## src/rtl/alu_pipe_ctrl_pkg.sv

```systemverilog
// Shared encodings for the execute-stage pipeline controller: FSM states,
// forwarding source selects and the width of the branch-flush counter.
package alu_pipe_ctrl_pkg;

  typedef enum logic [1:0] {
    PCS_RUN      = 2'd0,
    PCS_LU_STALL = 2'd1,
    PCS_BR_FLUSH = 2'd2,
    PCS_MEM_WAIT = 2'd3
  } pcs_state_e;

  localparam logic [1:0] FWD_RF    = 2'b00;
  localparam logic [1:0] FWD_EXMEM = 2'b01;
  localparam logic [1:0] FWD_MEMWB = 2'b10;

  // Holds BR_FLUSH_CYCLES-1, and BR_FLUSH_CYCLES is limited to 1..3.
  localparam int BR_CNT_W = 2;

endpackage

```

## src/rtl/alu_pipe_ctrl_if.sv

```systemverilog
// Pipeline-side bundle of the execute-stage controller: hazard inputs,
// branch and memory status in; stall/flush/PC/forwarding controls out.
interface alu_pipe_ctrl_if #(
  parameter int REG_ADDR_W = 5
);

  logic [REG_ADDR_W-1:0] id_rs;
  logic [REG_ADDR_W-1:0] id_rt;
  logic                  id_uses_rt;
  logic [REG_ADDR_W-1:0] ex_rd;
  logic                  ex_mem_read;
  logic [REG_ADDR_W-1:0] mem_rd;
  logic                  mem_reg_write;
  logic [REG_ADDR_W-1:0] wb_rd;
  logic                  wb_reg_write;
  logic                  alu_bt;
  logic                  mem_req;
  logic                  mem_ready;

  logic                  stall_if;
  logic                  stall_id;
  logic                  flush_id;
  logic                  flush_ex;
  logic                  pc_sel;
  logic [1:0]            fwd_rs;
  logic [1:0]            fwd_rt;
  logic [1:0]            state;

  // mem_req/mem_ready: mem_req is held while a data access is outstanding;
  // the access completes in the cycle where mem_ready is high with mem_req.
  modport master (
    output id_rs, id_rt, id_uses_rt, ex_rd, ex_mem_read,
           mem_rd, mem_reg_write, wb_rd, wb_reg_write,
           alu_bt, mem_req, mem_ready,
    input  stall_if, stall_id, flush_id, flush_ex, pc_sel,
           fwd_rs, fwd_rt, state
  );

  modport slave (
    input  id_rs, id_rt, id_uses_rt, ex_rd, ex_mem_read,
           mem_rd, mem_reg_write, wb_rd, wb_reg_write,
           alu_bt, mem_req, mem_ready,
    output stall_if, stall_id, flush_id, flush_ex, pc_sel,
           fwd_rs, fwd_rt, state
  );

endinterface

```

## src/rtl/alu_pipe_ctrl_fwd_sel.sv

```systemverilog
// Forwarding comparator for one ALU operand: picks EX/MEM over MEM/WB over
// the register file, and never forwards register 0.
module fwd_sel
  import alu_pipe_ctrl_pkg::*;
#(
  parameter int REG_ADDR_W = 5
) (
  input  logic [REG_ADDR_W-1:0] src,
  input  logic [REG_ADDR_W-1:0] mem_rd,
  input  logic                  mem_reg_write,
  input  logic [REG_ADDR_W-1:0] wb_rd,
  input  logic                  wb_reg_write,
  output logic [1:0]            fwd
);

  always_comb begin
    fwd = FWD_RF;
    if (mem_reg_write && (mem_rd != '0) && (mem_rd == src)) begin
      fwd = FWD_EXMEM;
    end else if (wb_reg_write && (wb_rd != '0) && (wb_rd == src)) begin
      fwd = FWD_MEMWB;
    end
  end

endmodule

```

## src/rtl/alu_pipe_ctrl.sv

```systemverilog
// Execute-stage sequencing controller: advance/stall/flush decisions, PC
// source and operand forwarding. ALU_PIPE_CTRL_PERF_EN adds stall/flush counters.
module alu_pipe_ctrl
  import alu_pipe_ctrl_pkg::*;
#(
  parameter int BR_FLUSH_CYCLES = 1,
  parameter int REG_ADDR_W      = 5
) (
  input  logic clock,
  input  logic reset,
  alu_pipe_ctrl_if.slave bus
`ifdef ALU_PIPE_CTRL_PERF_EN
  ,
  output logic [31:0] perf_stall_cnt,
  output logic [31:0] perf_flush_cnt
`endif
);

  localparam logic [BR_CNT_W-1:0] BR_CNT_INIT = BR_CNT_W'(BR_FLUSH_CYCLES - 1);
  localparam pcs_state_e BR_NEXT = (BR_FLUSH_CYCLES > 1) ? PCS_BR_FLUSH : PCS_RUN;

  pcs_state_e            state_q, state_d;
  logic [BR_CNT_W-1:0]   cnt_q, cnt_d;
  logic                  bt_pend_q, bt_pend_d;

  logic mem_wait, bt_now, lu_hazard;
  logic stall_if, stall_id, flush_id, flush_ex, pc_sel;
  logic [1:0] fwd_rs_raw, fwd_rt_raw;

  assign mem_wait  = bus.mem_req & ~bus.mem_ready;
  // A branch seen while memory stalled is replayed from bt_pend_q.
  assign bt_now    = bus.alu_bt | bt_pend_q;
  assign lu_hazard = bus.ex_mem_read && (bus.ex_rd != '0) &&
                     ((bus.ex_rd == bus.id_rs) ||
                      (bus.id_uses_rt && (bus.ex_rd == bus.id_rt)));

  always_comb begin
    state_d   = state_q;
    cnt_d     = cnt_q;
    bt_pend_d = bt_pend_q;
    stall_if  = 1'b0;
    stall_id  = 1'b0;
    flush_id  = 1'b0;
    flush_ex  = 1'b0;
    pc_sel    = 1'b0;

    case (state_q)
      PCS_RUN, PCS_LU_STALL: begin
        if (mem_wait) begin
          stall_if  = 1'b1;
          stall_id  = 1'b1;
          bt_pend_d = bt_now;
          state_d   = PCS_MEM_WAIT;
        end else if (bt_now) begin
          pc_sel    = 1'b1;
          flush_id  = 1'b1;
          flush_ex  = 1'b1;
          bt_pend_d = 1'b0;
          cnt_d     = BR_CNT_INIT;
          state_d   = BR_NEXT;
        end else if ((state_q == PCS_RUN) && lu_hazard) begin
          // The bubble goes in once; LU_STALL does not re-check the same load.
          stall_if = 1'b1;
          flush_ex = 1'b1;
          state_d  = PCS_LU_STALL;
        end else begin
          state_d = PCS_RUN;
        end
      end
      PCS_BR_FLUSH: begin
        // Wrong-path instructions are squashed; their alu_bt is meaningless.
        flush_id = 1'b1;
        flush_ex = 1'b1;
        cnt_d    = (cnt_q == '0) ? '0 : cnt_q - 1'b1;
        if (cnt_q <= BR_CNT_W'(1)) state_d = PCS_RUN;
      end
      PCS_MEM_WAIT: begin
        if (bus.alu_bt) bt_pend_d = 1'b1;
        if (!bus.mem_ready) begin
          stall_if = 1'b1;
          stall_id = 1'b1;
        end else begin
          state_d = PCS_RUN;
        end
      end
      default: state_d = PCS_RUN;
    endcase

    if (reset) begin
      stall_if = 1'b1;
      stall_id = 1'b1;
      flush_id = 1'b1;
      flush_ex = 1'b1;
      pc_sel   = 1'b0;
    end
  end

  always_ff @(posedge clock) begin
    if (reset) begin
      state_q   <= PCS_RUN;
      cnt_q     <= '0;
      bt_pend_q <= 1'b0;
    end else begin
      state_q   <= state_d;
      cnt_q     <= cnt_d;
      bt_pend_q <= bt_pend_d;
    end
  end

  fwd_sel #(.REG_ADDR_W(REG_ADDR_W)) u_fwd_rs (
    .src           (bus.id_rs),
    .mem_rd        (bus.mem_rd),
    .mem_reg_write (bus.mem_reg_write),
    .wb_rd         (bus.wb_rd),
    .wb_reg_write  (bus.wb_reg_write),
    .fwd           (fwd_rs_raw)
  );

  fwd_sel #(.REG_ADDR_W(REG_ADDR_W)) u_fwd_rt (
    .src           (bus.id_rt),
    .mem_rd        (bus.mem_rd),
    .mem_reg_write (bus.mem_reg_write),
    .wb_rd         (bus.wb_rd),
    .wb_reg_write  (bus.wb_reg_write),
    .fwd           (fwd_rt_raw)
  );

  assign bus.stall_if = stall_if;
  assign bus.stall_id = stall_id;
  assign bus.flush_id = flush_id;
  assign bus.flush_ex = flush_ex;
  assign bus.pc_sel   = pc_sel;
  assign bus.fwd_rs   = reset ? FWD_RF : fwd_rs_raw;
  assign bus.fwd_rt   = reset ? FWD_RF : fwd_rt_raw;
  assign bus.state    = state_q;

`ifdef ALU_PIPE_CTRL_PERF_EN
  always_ff @(posedge clock) begin
    if (reset) begin
      perf_stall_cnt <= '0;
      perf_flush_cnt <= '0;
    end else begin
      if (stall_if && (perf_stall_cnt != '1)) perf_stall_cnt <= perf_stall_cnt + 32'd1;
      if (flush_ex && (perf_flush_cnt != '1)) perf_flush_cnt <= perf_flush_cnt + 32'd1;
    end
  end
`endif

endmodule
```

## src/flat_wrapper.sv

```systemverilog
// flat-port wrapper written by rule: the top's interface ports become plain ports
module alu_pipe_ctrl_flat import alu_pipe_ctrl_pkg::*;
#(
  parameter int BR_FLUSH_CYCLES = 1,
  parameter int REG_ADDR_W      = 5
)
  (clock, reset, bus_id_rs, bus_id_rt, bus_id_uses_rt, bus_ex_rd, bus_ex_mem_read, bus_mem_rd, bus_mem_reg_write, bus_wb_rd, bus_wb_reg_write, bus_alu_bt, bus_mem_req, bus_mem_ready, bus_stall_if, bus_stall_id, bus_flush_id, bus_flush_ex, bus_pc_sel, bus_fwd_rs, bus_fwd_rt, bus_state);
  alu_pipe_ctrl_if #(.REG_ADDR_W(REG_ADDR_W)) bus_i ();
  input  logic clock;
  input  logic reset;
  input wire logic [$bits(bus_i.id_rs)-1:0] bus_id_rs;
  input wire logic [$bits(bus_i.id_rt)-1:0] bus_id_rt;
  input wire logic [$bits(bus_i.id_uses_rt)-1:0] bus_id_uses_rt;
  input wire logic [$bits(bus_i.ex_rd)-1:0] bus_ex_rd;
  input wire logic [$bits(bus_i.ex_mem_read)-1:0] bus_ex_mem_read;
  input wire logic [$bits(bus_i.mem_rd)-1:0] bus_mem_rd;
  input wire logic [$bits(bus_i.mem_reg_write)-1:0] bus_mem_reg_write;
  input wire logic [$bits(bus_i.wb_rd)-1:0] bus_wb_rd;
  input wire logic [$bits(bus_i.wb_reg_write)-1:0] bus_wb_reg_write;
  input wire logic [$bits(bus_i.alu_bt)-1:0] bus_alu_bt;
  input wire logic [$bits(bus_i.mem_req)-1:0] bus_mem_req;
  input wire logic [$bits(bus_i.mem_ready)-1:0] bus_mem_ready;
  output wire logic [$bits(bus_i.stall_if)-1:0] bus_stall_if;
  output wire logic [$bits(bus_i.stall_id)-1:0] bus_stall_id;
  output wire logic [$bits(bus_i.flush_id)-1:0] bus_flush_id;
  output wire logic [$bits(bus_i.flush_ex)-1:0] bus_flush_ex;
  output wire logic [$bits(bus_i.pc_sel)-1:0] bus_pc_sel;
  output wire logic [$bits(bus_i.fwd_rs)-1:0] bus_fwd_rs;
  output wire logic [$bits(bus_i.fwd_rt)-1:0] bus_fwd_rt;
  output wire logic [$bits(bus_i.state)-1:0] bus_state;
  assign bus_i.id_rs = bus_id_rs;
  assign bus_i.id_rt = bus_id_rt;
  assign bus_i.id_uses_rt = bus_id_uses_rt;
  assign bus_i.ex_rd = bus_ex_rd;
  assign bus_i.ex_mem_read = bus_ex_mem_read;
  assign bus_i.mem_rd = bus_mem_rd;
  assign bus_i.mem_reg_write = bus_mem_reg_write;
  assign bus_i.wb_rd = bus_wb_rd;
  assign bus_i.wb_reg_write = bus_wb_reg_write;
  assign bus_i.alu_bt = bus_alu_bt;
  assign bus_i.mem_req = bus_mem_req;
  assign bus_i.mem_ready = bus_mem_ready;
  assign bus_stall_if = bus_i.stall_if;
  assign bus_stall_id = bus_i.stall_id;
  assign bus_flush_id = bus_i.flush_id;
  assign bus_flush_ex = bus_i.flush_ex;
  assign bus_pc_sel = bus_i.pc_sel;
  assign bus_fwd_rs = bus_i.fwd_rs;
  assign bus_fwd_rt = bus_i.fwd_rt;
  assign bus_state = bus_i.state;
  alu_pipe_ctrl #(.BR_FLUSH_CYCLES(BR_FLUSH_CYCLES), .REG_ADDR_W(REG_ADDR_W)) u_core (.clock(clock), .reset(reset), .bus(bus_i));
endmodule
```

## config.mk

```make
export PLATFORM = sky130hd
export DESIGN_NAME = alu_pipe_ctrl_flat
export DESIGN_NICKNAME = d
export VERILOG_FILES = /design/src/rtl/alu_pipe_ctrl_pkg.sv /design/src/rtl/alu_pipe_ctrl_if.sv /design/src/rtl/alu_pipe_ctrl_fwd_sel.sv /design/src/rtl/alu_pipe_ctrl.sv /design/src/flat_wrapper.sv
export SDC_FILE = /design/constraint.sdc
export NUM_CORES = 1
export LEC_CHECK = 0
export CELL_PAD_IN_SITES_DETAIL_PLACEMENT = 1
export CELL_PAD_IN_SITES_GLOBAL_PLACEMENT = 1
export CORE_UTILIZATION = 24
export DETAILED_ROUTE_END_ITERATION = 12
export PLACE_DENSITY_LB_ADDON = 0.1
export REMOVE_ABC_BUFFERS = 1
export SYNTH_ARGS = -nofsm -noshare
export SYNTH_HDL_FRONTEND = slang
export SYNTH_SLANG_ARGS = --single-unit
```

## constraint.sdc

```tcl
create_clock -name clock -period 3 [get_ports clock]
set_clock_uncertainty 0.2 [all_clocks]
set_input_delay 0.9 -clock clock [delete_from_list [all_inputs] [get_ports clock]]
set_output_delay 0.9 -clock clock [all_outputs]
set_load 0.05 [all_outputs]
```

== Word level (Yosys, flattened, before mapping) ==
Index checks and enable logic that the tools add are counted.

* Reductions and logical operators: 22
* Magnitude comparators: 1
* Shift-type cells: 0
* Mux-type cells: 39
* $mul: 0
* Bitwise gates (word level): 3
* Add/sub/neg operators: 1
* Equal/unequal tests: 15
* Div/mod/pow operators: 0

{| class="wikitable"
|+ Operator list
! kind !! count
|-
| 5-bit equality test || 6
|-
| 2-bit 2-to-1 mux || 13
|-
| 1-bit 2-to-1 mux || 19
|-
| 5-bit nonzero test || 3
|-
| 1-bit logical AND || 10
|-
| 1-bit case mux with 2 select lines || 5
|-
| 2-bit != test, second input constant || 3
|-
| 2-bit case mux with 3 select lines || 1
|-
| 3-bit AND reduction || 2
|-
| 2-bit equality test, second input constant || 2
|-
| 2-bit logical NOT || 2
|-
| 2-bit by 1-bit != test with 1-bit output, second input constant || 2
|-
| 2-bit case mux with 2 select lines || 1
|-
| 2-bit nonzero test || 2
|-
| 3-bit by 1-bit != test with 1-bit output, second input constant || 1
|-
| 2-bit by 1-bit equality test with 1-bit output, second input constant || 1
|-
| 2-bit by 1-bit <= comparator with 1-bit output, second input constant || 1
|-
| 2-bit AND reduction || 1
|-
| 2-bit OR reduction || 1
|-
| 2-bit by 1-bit subtractor with 2-bit output, second input constant || 1
|-
| 1-bit bitwise AND || 1
|-
| 1-bit logical OR || 1
|-
| 1-bit inverter || 1
|-
| 1-bit bitwise OR || 1
|}

* ROM bits: 0
* Bits in registers: 5
* Memories kept: 0
* RAM bits: 0
* Bits of input ports: 34
* Word-level logic and storage cells: 84
* Latch bits: 0

== Depth between registers and ports, before layout ==
* Depth after elaboration: 10
* Mapped depth: 4
* Depth with buffers taken out: 4

== By module ==
From an unflattened synthesis, not the netlist that was laid out.

* Cells, all modules: 97
* Area, all modules: 763.2 um2

{| class="wikitable"
|+ Modules (own cells, without submodules)
! module !! cells an instance !! area each (um2) !! times used
|-
| alu_pipe_ctrl || 57 || 460.4 || 1
|-
| fwd_sel || 20 || 151.4 || 2
|}

== Worst setup path after synthesis ==
Ideal clock, no wire load.

* Path type: input -> output
* From: input bus_mem_rd[1]
* To: output bus_fwd_rt[1]
* Arrival time: 2.784 ns
* Buffers on the path: 0
* Slack: -0.884 ns
* Required time: 1.900 ns
* Cell stages on the path: 4
* Cell sequence: or4_1 > o21ai_2 > nor3_1 > nor3_1

* Word-level cells in the longest chain between the ends: 5

{| class="wikitable"
|+ RTL lines
! what !! RTL line !! RTL
|-
| from (decl) || flat_wrapper.sv:16 || <nowiki>input wire logic [$bits(bus_i.mem_rd)-1:0] bus_mem_rd;</nowiki>
|-
| 5-bit nonzero test || alu_pipe_ctrl_fwd_sel.sv:18 || <nowiki>if (mem_reg_write && (mem_rd != '0) && (mem_rd == src)) begin</nowiki>
|-
| 1-bit logical AND || alu_pipe_ctrl_fwd_sel.sv:18 ||
|-
| 1-bit logical AND (*) || alu_pipe_ctrl_fwd_sel.sv:18 ||
|-
| 2-bit 2-to-1 mux (*) || alu_pipe_ctrl_fwd_sel.sv:18 ||
|-
| 2-bit 2-to-1 mux (*) || alu_pipe_ctrl.sv:134 || <nowiki>assign bus.fwd_rt = reset ? FWD_RF : fwd_rt_raw;</nowiki>
|-
| to (decl) || flat_wrapper.sv:29 || <nowiki>output wire logic [$bits(bus_i.fwd_rt)-1:0] bus_fwd_rt;</nowiki>
|}

Every way passes the cells marked *; elsewhere a longest branch is shown, timed or not.

== Worst setup path after layout ==
* From: input bus_wb_rd[0]
* To: output bus_fwd_rs[1]

* Word-level cells in the longest chain between the ends: 6

{| class="wikitable"
|+ RTL lines
! what !! RTL line !! RTL
|-
| from (decl) || flat_wrapper.sv:18 || <nowiki>input wire logic [$bits(bus_i.wb_rd)-1:0] bus_wb_rd;</nowiki>
|-
| 5-bit nonzero test || alu_pipe_ctrl_fwd_sel.sv:20 || <nowiki>end else if (wb_reg_write && (wb_rd != '0) && (wb_rd == src)) begin</nowiki>
|-
| 1-bit logical AND || alu_pipe_ctrl_fwd_sel.sv:20 ||
|-
| 1-bit logical AND (*) || alu_pipe_ctrl_fwd_sel.sv:20 ||
|-
| 2-bit 2-to-1 mux (*) || alu_pipe_ctrl_fwd_sel.sv:20 ||
|-
| 2-bit 2-to-1 mux (*) || alu_pipe_ctrl_fwd_sel.sv:18 ||
|-
| 2-bit 2-to-1 mux (*) || alu_pipe_ctrl.sv:133 || <nowiki>assign bus.fwd_rs = reset ? FWD_RF : fwd_rs_raw;</nowiki>
|-
| to (decl) || flat_wrapper.sv:28 || <nowiki>output wire logic [$bits(bus_i.fwd_rs)-1:0] bus_fwd_rs;</nowiki>
|}

Marked as above.

==> impl_metrics.tcl <==
set metrics [dict create \
    r2r-start "u_core.bt_pend_q$_SDFFE_PP0P_" \
    path_class "primary input to output pin" \
    arrival_ps 2330 \
    fin_util 0.6629 \
    grt_pass1_wl_um 5906 \
    hold_start "u_core.cnt_q[0]$_SDFFE_PP0P_" \
    floorplan.initialDensity 0.2550 \
    synthMuxAreaShare 0.02847 \
    cellPowerDensity_mw_per_mm2 240.4 \
    coreArea_mm2 0.002758 \
    synth_top_area_share 0.2117 \
    drc 0 \
    place_inst 197 \
    cts.sink_count 5 \
    report.final.slew_viol_count 0 \
    outcome "finished with violations" \
    die_h_um 56.13 \
    worst_ep_required_time_ps 1900 \
    rrSetupSlack_ps 1200 \
    ys_seq_area_frac 0.1423 \
    synth_top_area_cell "xor2_1" \
    multi_input_area_um2 852.1 \
    syn-cell-area_um2 703.2 \
    yosys.area_share.xor_xnor 0.3737 \
    yosysUniqueCellTypes 25 \
    hold_class "register to register" \
    gp_congestion 0.8661 \
    cts_root_buffer "clkbuf_4" \
    crit_path_start_kind "primary input" \
    yosysWarnings 0 \
    grt_start_max_net_pins 12 \
    first_global_vias 1203 \
    critPathSlowestCell "or4_4" \
    fin_cells 209 \
    io_pins 45 \
    cts_inserted_buffers 3 \
    die_area_mm2 0.003151 \
    dp_hpwl_um 2609 \
    worstMarginPinSlew_ps 503.2 \
    die_x_um 56.13 \
    portBuffers 44 \
    use_met1 0.2685 \
    yosys.area_share.simple 0.3399 \
    top_usage_layer "met2" \
    slowest_delay_ps 560 \
    rsz0062_at_grt "true" \
    hold_end "u_core.cnt_q[0]$_SDFFE_PP0P_" \
    crit_family "simple AND/OR/NAND/NOR gates" \
    cp_num_cells 5 \
    n_antenna_cell 0 \
    worstRegToRegCells 5 \
    placementRows 19 \
    endpoint_kind "output pin" \
    finalSetupViolations 6 \
    finalWorstSetupSlack_ps -425.7 \
    n_fill_cell 311 \
    syn_area_per_cell_um2 7.813 \
    yosys-top-cells-area "xor2_1 (21%), xnor2_1 (16%), dfxtp_1 (14%)" \
    synth_compound_area_frac 0.1050 \
    drive_gt1_frac 0.6461 \
    ctsLongestPathBuffers 2 \
    hold_violations 0 \
    violations "negative setup slack" \
    grt_usage 0.2494 \
    drtIter0Drc 38 \
    dp_worst_setup_slack_ps -818.9 \
    ant_nets 0 \
    gr-usage-met2 0.5102 \
    clkLatencyLatePin_ps 260 \
    clock.fmax_mhz 291.9 \
    cp_cell_sequence "dlygate4sd2_1 > o21ai_2 > or4_4 > nor4_4 > buf_12" \
    max-slew-margin-rel 0.6635 \
    via_count 1074 \
    peakVddDrop_v 0.0002617 \
    critPathBufInv 2 \
    vias_per_cell 5.139 \
    path_clk_slew_ps 50 \
    dr.pass1.iters 4 \
    fin_crit_sh 1.142 \
    cts_tree "done" \
    maxCapViolCount 0 \
    grtUsageMet3 0.01163 \
    synth_fa_ha_area_frac 0 \
    wl_per_cell_um 20.24 \
    period_minus_slack_ps 3426 \
    antenna_found_initial 0 \
    synth_top_family_by_area "XOR/XNOR gates" \
    hold_slack_ps 296.5 \
    final_nets 213 \
    power_leakage_nw 0.7703 \
    area_growth_pct 160.0 \
    reg2reg_to "u_core.bus.state[0]$_SDFFE_PP0P_" \
    seqCellArea_um2 100.1 \
    cts-htree-levels 1 \
    wl_um 4230 \
    crit_path_max_fanout 2 \
    overflow 0 \
    synth-seq-cells 5 \
    synth_cells 90 \
    holdPathStages 2 \
]
==> how the worst max path moves through the flow <==
stage | startpoint | endpoint | slack, ps
2_1_floorplan | bus_mem_rd[1] | bus_fwd_rt[1] | -880
3_3_place_gp | bus_mem_rd[1] | bus_fwd_rs[1] | -770
3_5_place_dp | bus_mem_rd[1] | bus_fwd_rs[1] | -820
4_1_cts | bus_wb_rd[2] | bus_fwd_rs[1] | -400
5_1_grt | bus_wb_rd[2] | bus_fwd_rs[1] | -460
6_report | bus_wb_rd[0] | bus_fwd_rs[1] | -430
==> sequential cells by signal (all words and copies together) (netlist names) <==
register / cells
u_core.bt_pend_q: 1
u_core.bus.state: 2
u_core.cnt_q: 2
==> per-layer routing <==
| layer | vias up | share of wire |
|---|---|---|
| met4 | 0 | 0.026 |
| met5 | - | 0 |
| met3 | 8 | 0.039 |
| met1 | 530 | 0.35 |
| met2 | 40 | 0.58 |
| li1 | 496 | - |
==> worst register-to-register path, delay by kind of cell (launching register included) <==
family                 cells  cell delay (ps)
AO/OA/AOI/OAI              1              170
buffers and inverters      2              220
flip-flops                 1              350
AND/OR/NAND/NOR            2              770
==> where the power goes <==
part	switching [mW]	internal (mW)
logic	0.136	0.145
registers	0.00499	0.0684
clock network	0.0346	0.0508
total	0.175	0.264
==> logic make-up after synthesis <==
logic type	after synthesis
DFF	5
buffers and inverters	2
muxes	2
xor gates and xnor gates	30
AOI/OAI and AO/OA	11
and+or+nand+nor	40
==> per-stage QoR <==
stage / setup TNS, ps / area, µm² / power (mW)
floorplan: -4033 / 695.7 / 0.1530
global placement: -4641 / 1483 / 0.2830
detailed placement: -4931 / 1483 / 0.2896
CTS: -1656 / 1732 / 0.4119
global route: -2094 / 1828 / 0.4576
finish: -1871 / 1828 / 0.4395
==> cell usage after synthesis <==
master and instances:
xor2_1 17, xnor2_1 13, nor2_1 7, nor3_1 6, dfxtp_1 5, or4_1 5
nand3_1 4, nor2b_1 4, a21oi_1 3, nor4_1 3, o21bai_1 3, or3_1 3
clkbuf_1 2, mux2i_1 2, nand2_1 2, o21ai_1 2, a32oi_1 1, nand2b_1 1
nand3b_1 1, nor3_2 1, nor4_2 1, nor4b_1 1, o21ai_2 1, o32ai_1 1
or4b_2 1
==> repair_timing <==
| action | in CTS | in global routing |
|---|---|---|
| resized for setup | 159 | 23 |
| hold buffers | 0 | 0 |
| pin swaps | 24 | 10 |
| endpoints found under the setup margin | 9 | 8 |
| setup buffers | 6 | 4 |
| hold endpoints to repair | 0 | 0 |
==> area by class of cell <==
class / instances / share of cell area
sequential: 5 / 0.05476
tap: 31 / 0.02122
timing repair buffer: 86 / 0.4435
clock buffer: 4 / 0.01437
multi-input combinational: 83 / 0.4661
==> cells in the final DEF, fill, tap and decap left out, drive strengths merged, types with 4 or more instances in the layout <==
cell,netlist,routed
nor2,7,7
dlygate4sd2,0,5
nand3,4,4
xor2,17,17
clkbuf,2,5
nor3,7,7
nor2b,4,4
buf,0,73
nor4,4,4
or4,5,5
xnor2,13,13
clkdlybuf4s15,0,4
dfxtp,5,5
No activity file was read; power rests on OpenSTA's default activity.
==> edit: new RTL, config.mk and constraints unchanged <==
`REG_ADDR_W` is set to 5 in 4 places; all go to 4.
--- a/src/rtl/alu_pipe_ctrl_if.sv
+++ b/src/rtl/alu_pipe_ctrl_if.sv
@@ -2,5 +2,5 @@
 // branch and memory status in; stall/flush/PC/forwarding controls out.
 interface alu_pipe_ctrl_if #(
-  parameter int REG_ADDR_W = 5
+  parameter int REG_ADDR_W = 4
 );
 
--- a/src/rtl/alu_pipe_ctrl_fwd_sel.sv
+++ b/src/rtl/alu_pipe_ctrl_fwd_sel.sv
@@ -4,5 +4,5 @@
   import alu_pipe_ctrl_pkg::*;
 #(
-  parameter int REG_ADDR_W = 5
+  parameter int REG_ADDR_W = 4
 ) (
   input  logic [REG_ADDR_W-1:0] src,
--- a/src/rtl/alu_pipe_ctrl.sv
+++ b/src/rtl/alu_pipe_ctrl.sv
@@ -5,5 +5,5 @@
 #(
   parameter int BR_FLUSH_CYCLES = 1,
-  parameter int REG_ADDR_W      = 5
+  parameter int REG_ADDR_W      = 4
 ) (
   input  logic clock,
--- a/src/flat_wrapper.sv
+++ b/src/flat_wrapper.sv
@@ -3,5 +3,5 @@
 #(
   parameter int BR_FLUSH_CYCLES = 1,
-  parameter int REG_ADDR_W      = 5
+  parameter int REG_ADDR_W      = 4
 )
   (clock, reset, bus_id_rs, bus_id_rt, bus_id_uses_rt, bus_ex_rd, bus_ex_mem_read, bus_mem_rd, bus_mem_reg_write, bus_wb_rd, bus_wb_reg_write, bus_alu_bt, bus_mem_req, bus_mem_ready, bus_stall_if, bus_stall_id, bus_flush_id, bus_flush_ex, bus_pc_sel, bus_fwd_rs, bus_fwd_rt, bus_state);
Ports: changed (5 resized); port bits go from 45 to 40. No check against the original RTL was run, so the function may have changed too.
==> edit against the unedited design <==
  * The run still ends with setup timing left
  * Cell area is 3.8% lower
  * Area after synthesis is 11% lower
  * Maximum frequency is 9.3% higher
  * Power is 6.3% lower
  * First-iteration DRC count is 79% lower
  * Largest cell class is now buffers
  * Register-to-register slack worse by 0.88 ns
  * Sequential cell count stayed put
  * Worst setup slack better by 0.29 ns
  * Final cell count is 11% lower
  * Routed wire length is 16% lower
  * Critical path type unchanged
  * Sequential share of layout area is 0.22 points higher
  * Largest power group unchanged
==> edit: results <==
[status]
status = finished, violations left
violations = setup timing

[worst_hold_path]
holdPathEnd = u_core.cnt_q[1]

[power_and_ir_drop]
p_clk_share_pct = 19.2
peakVddDrop_mv = 0.234
p_leak_nw = 0.765
intPower_mw = 0.259
p_total_mw = 0.412

[logic_synthesis]
seq_area_frac_synth_pct = 16.0
avgSynthCellArea_sq_um = 8.11
synth_cell_types = 26

[place]
place_area_sq_um = 1350
place_ws_ns = -0.557
place_hpwl_mm = 2.18
routabilityCongestion = 0.723
portBuffers = 39

[layout]
sh_seq_area_pct = 5.69
layout.cells.non_filler = 187
buffer_area_share_pct = 45.6
drive_above_1_share_pct = 69.4

[worst_setup_path]
cp.arrival_ns = 2.04
rr_startpoint = u_core.bus.state[1]
worst_path_max_delay_cell = nor4_4
r2r_slack_ns = 0.32

[global_route]
grt_pass1_vias = 1109
grt_pass1_wl_mm = 4.97
grt_use_total_pct = 25.4

[sta]
setup_ws_ns = -0.136
worstMarginPinSlew_ns = 0.490
final-setup-viol-count = 6
holdWs_ns = 0.267
fin_setup_tns_ns = -0.441

[detailed_routing]
wirelength_mm = 3.56
vias = 943
-- edit: routing by layer --
layer,wire length [um],track usage (%),vias to the layer above
met5,0,0,-
met4,153,14.0,0
met3,103,2.59,12
met2,2000,50.2,34
met1,1310,25.1,458
li1,-,-,439
-- edit: worst reg2reg max path, cell delays in order (launching register included) --
cell and delay, ns:
dfxtp_1 0.42, nor3_4 0.26, and2_1 0.15, nand4_1 0.13, buf_4 0.17, buf_4 0.13, buf_4 0.13, buf_4 0.13
buf_4 0.12, buf_4 0.12, buf_4 0.12, buf_4 0.12, buf_4 0.12, buf_4 0.13, a31oi_4 0.15
-- edit: worst max-delay path by stage --
| stage | start | slack [ns] | cells after the start | to |
|---|---|---|---|---|
| 6_report | bus_ex_rd[3] | -0.14 | 6 | bus_flush_ex |
| 3_3_place_gp | bus_mem_rd[0] | -0.48 | 6 | bus_fwd_rs[1] |
| 3_5_place_dp | bus_ex_rd[2] | -0.56 | 6 | bus_stall_if |
| 2_1_floorplan | bus_mem_req | -0.64 | 2 | bus_pc_sel |
| 5_1_grt | bus_ex_rd[3] | -0.19 | 6 | bus_flush_ex |
| 4_1_cts | bus_ex_rd[0] | -0.11 | 6 | bus_flush_ex |
-- edit: cells by family (layout without fill, tap and decap cells) --
| logic type | Yosys count | count (layout) | synth area share [%] |
|---|---|---|---|
| AO/OA/AOI/OAI | 8 | 8 | 12.0 |
| XOR/XNOR | 24 | 24 | 33.7 |
| buffers and inverters | 1 | 81 | 0.601 |
| flip-flops | 5 | 5 | 16.0 |
| multiplexers | 2 | 2 | 3.41 |
| AND/OR/NAND/NOR | 37 | 37 | 34.3 |
-- edit: timing repair --
item / 4_1_cts / 5_1_grt
endpoints found under the setup margin: 9 / 9
gates resized for setup: 127 / 59
setup buffers: 10 / 2
pin swaps: 28 / 26
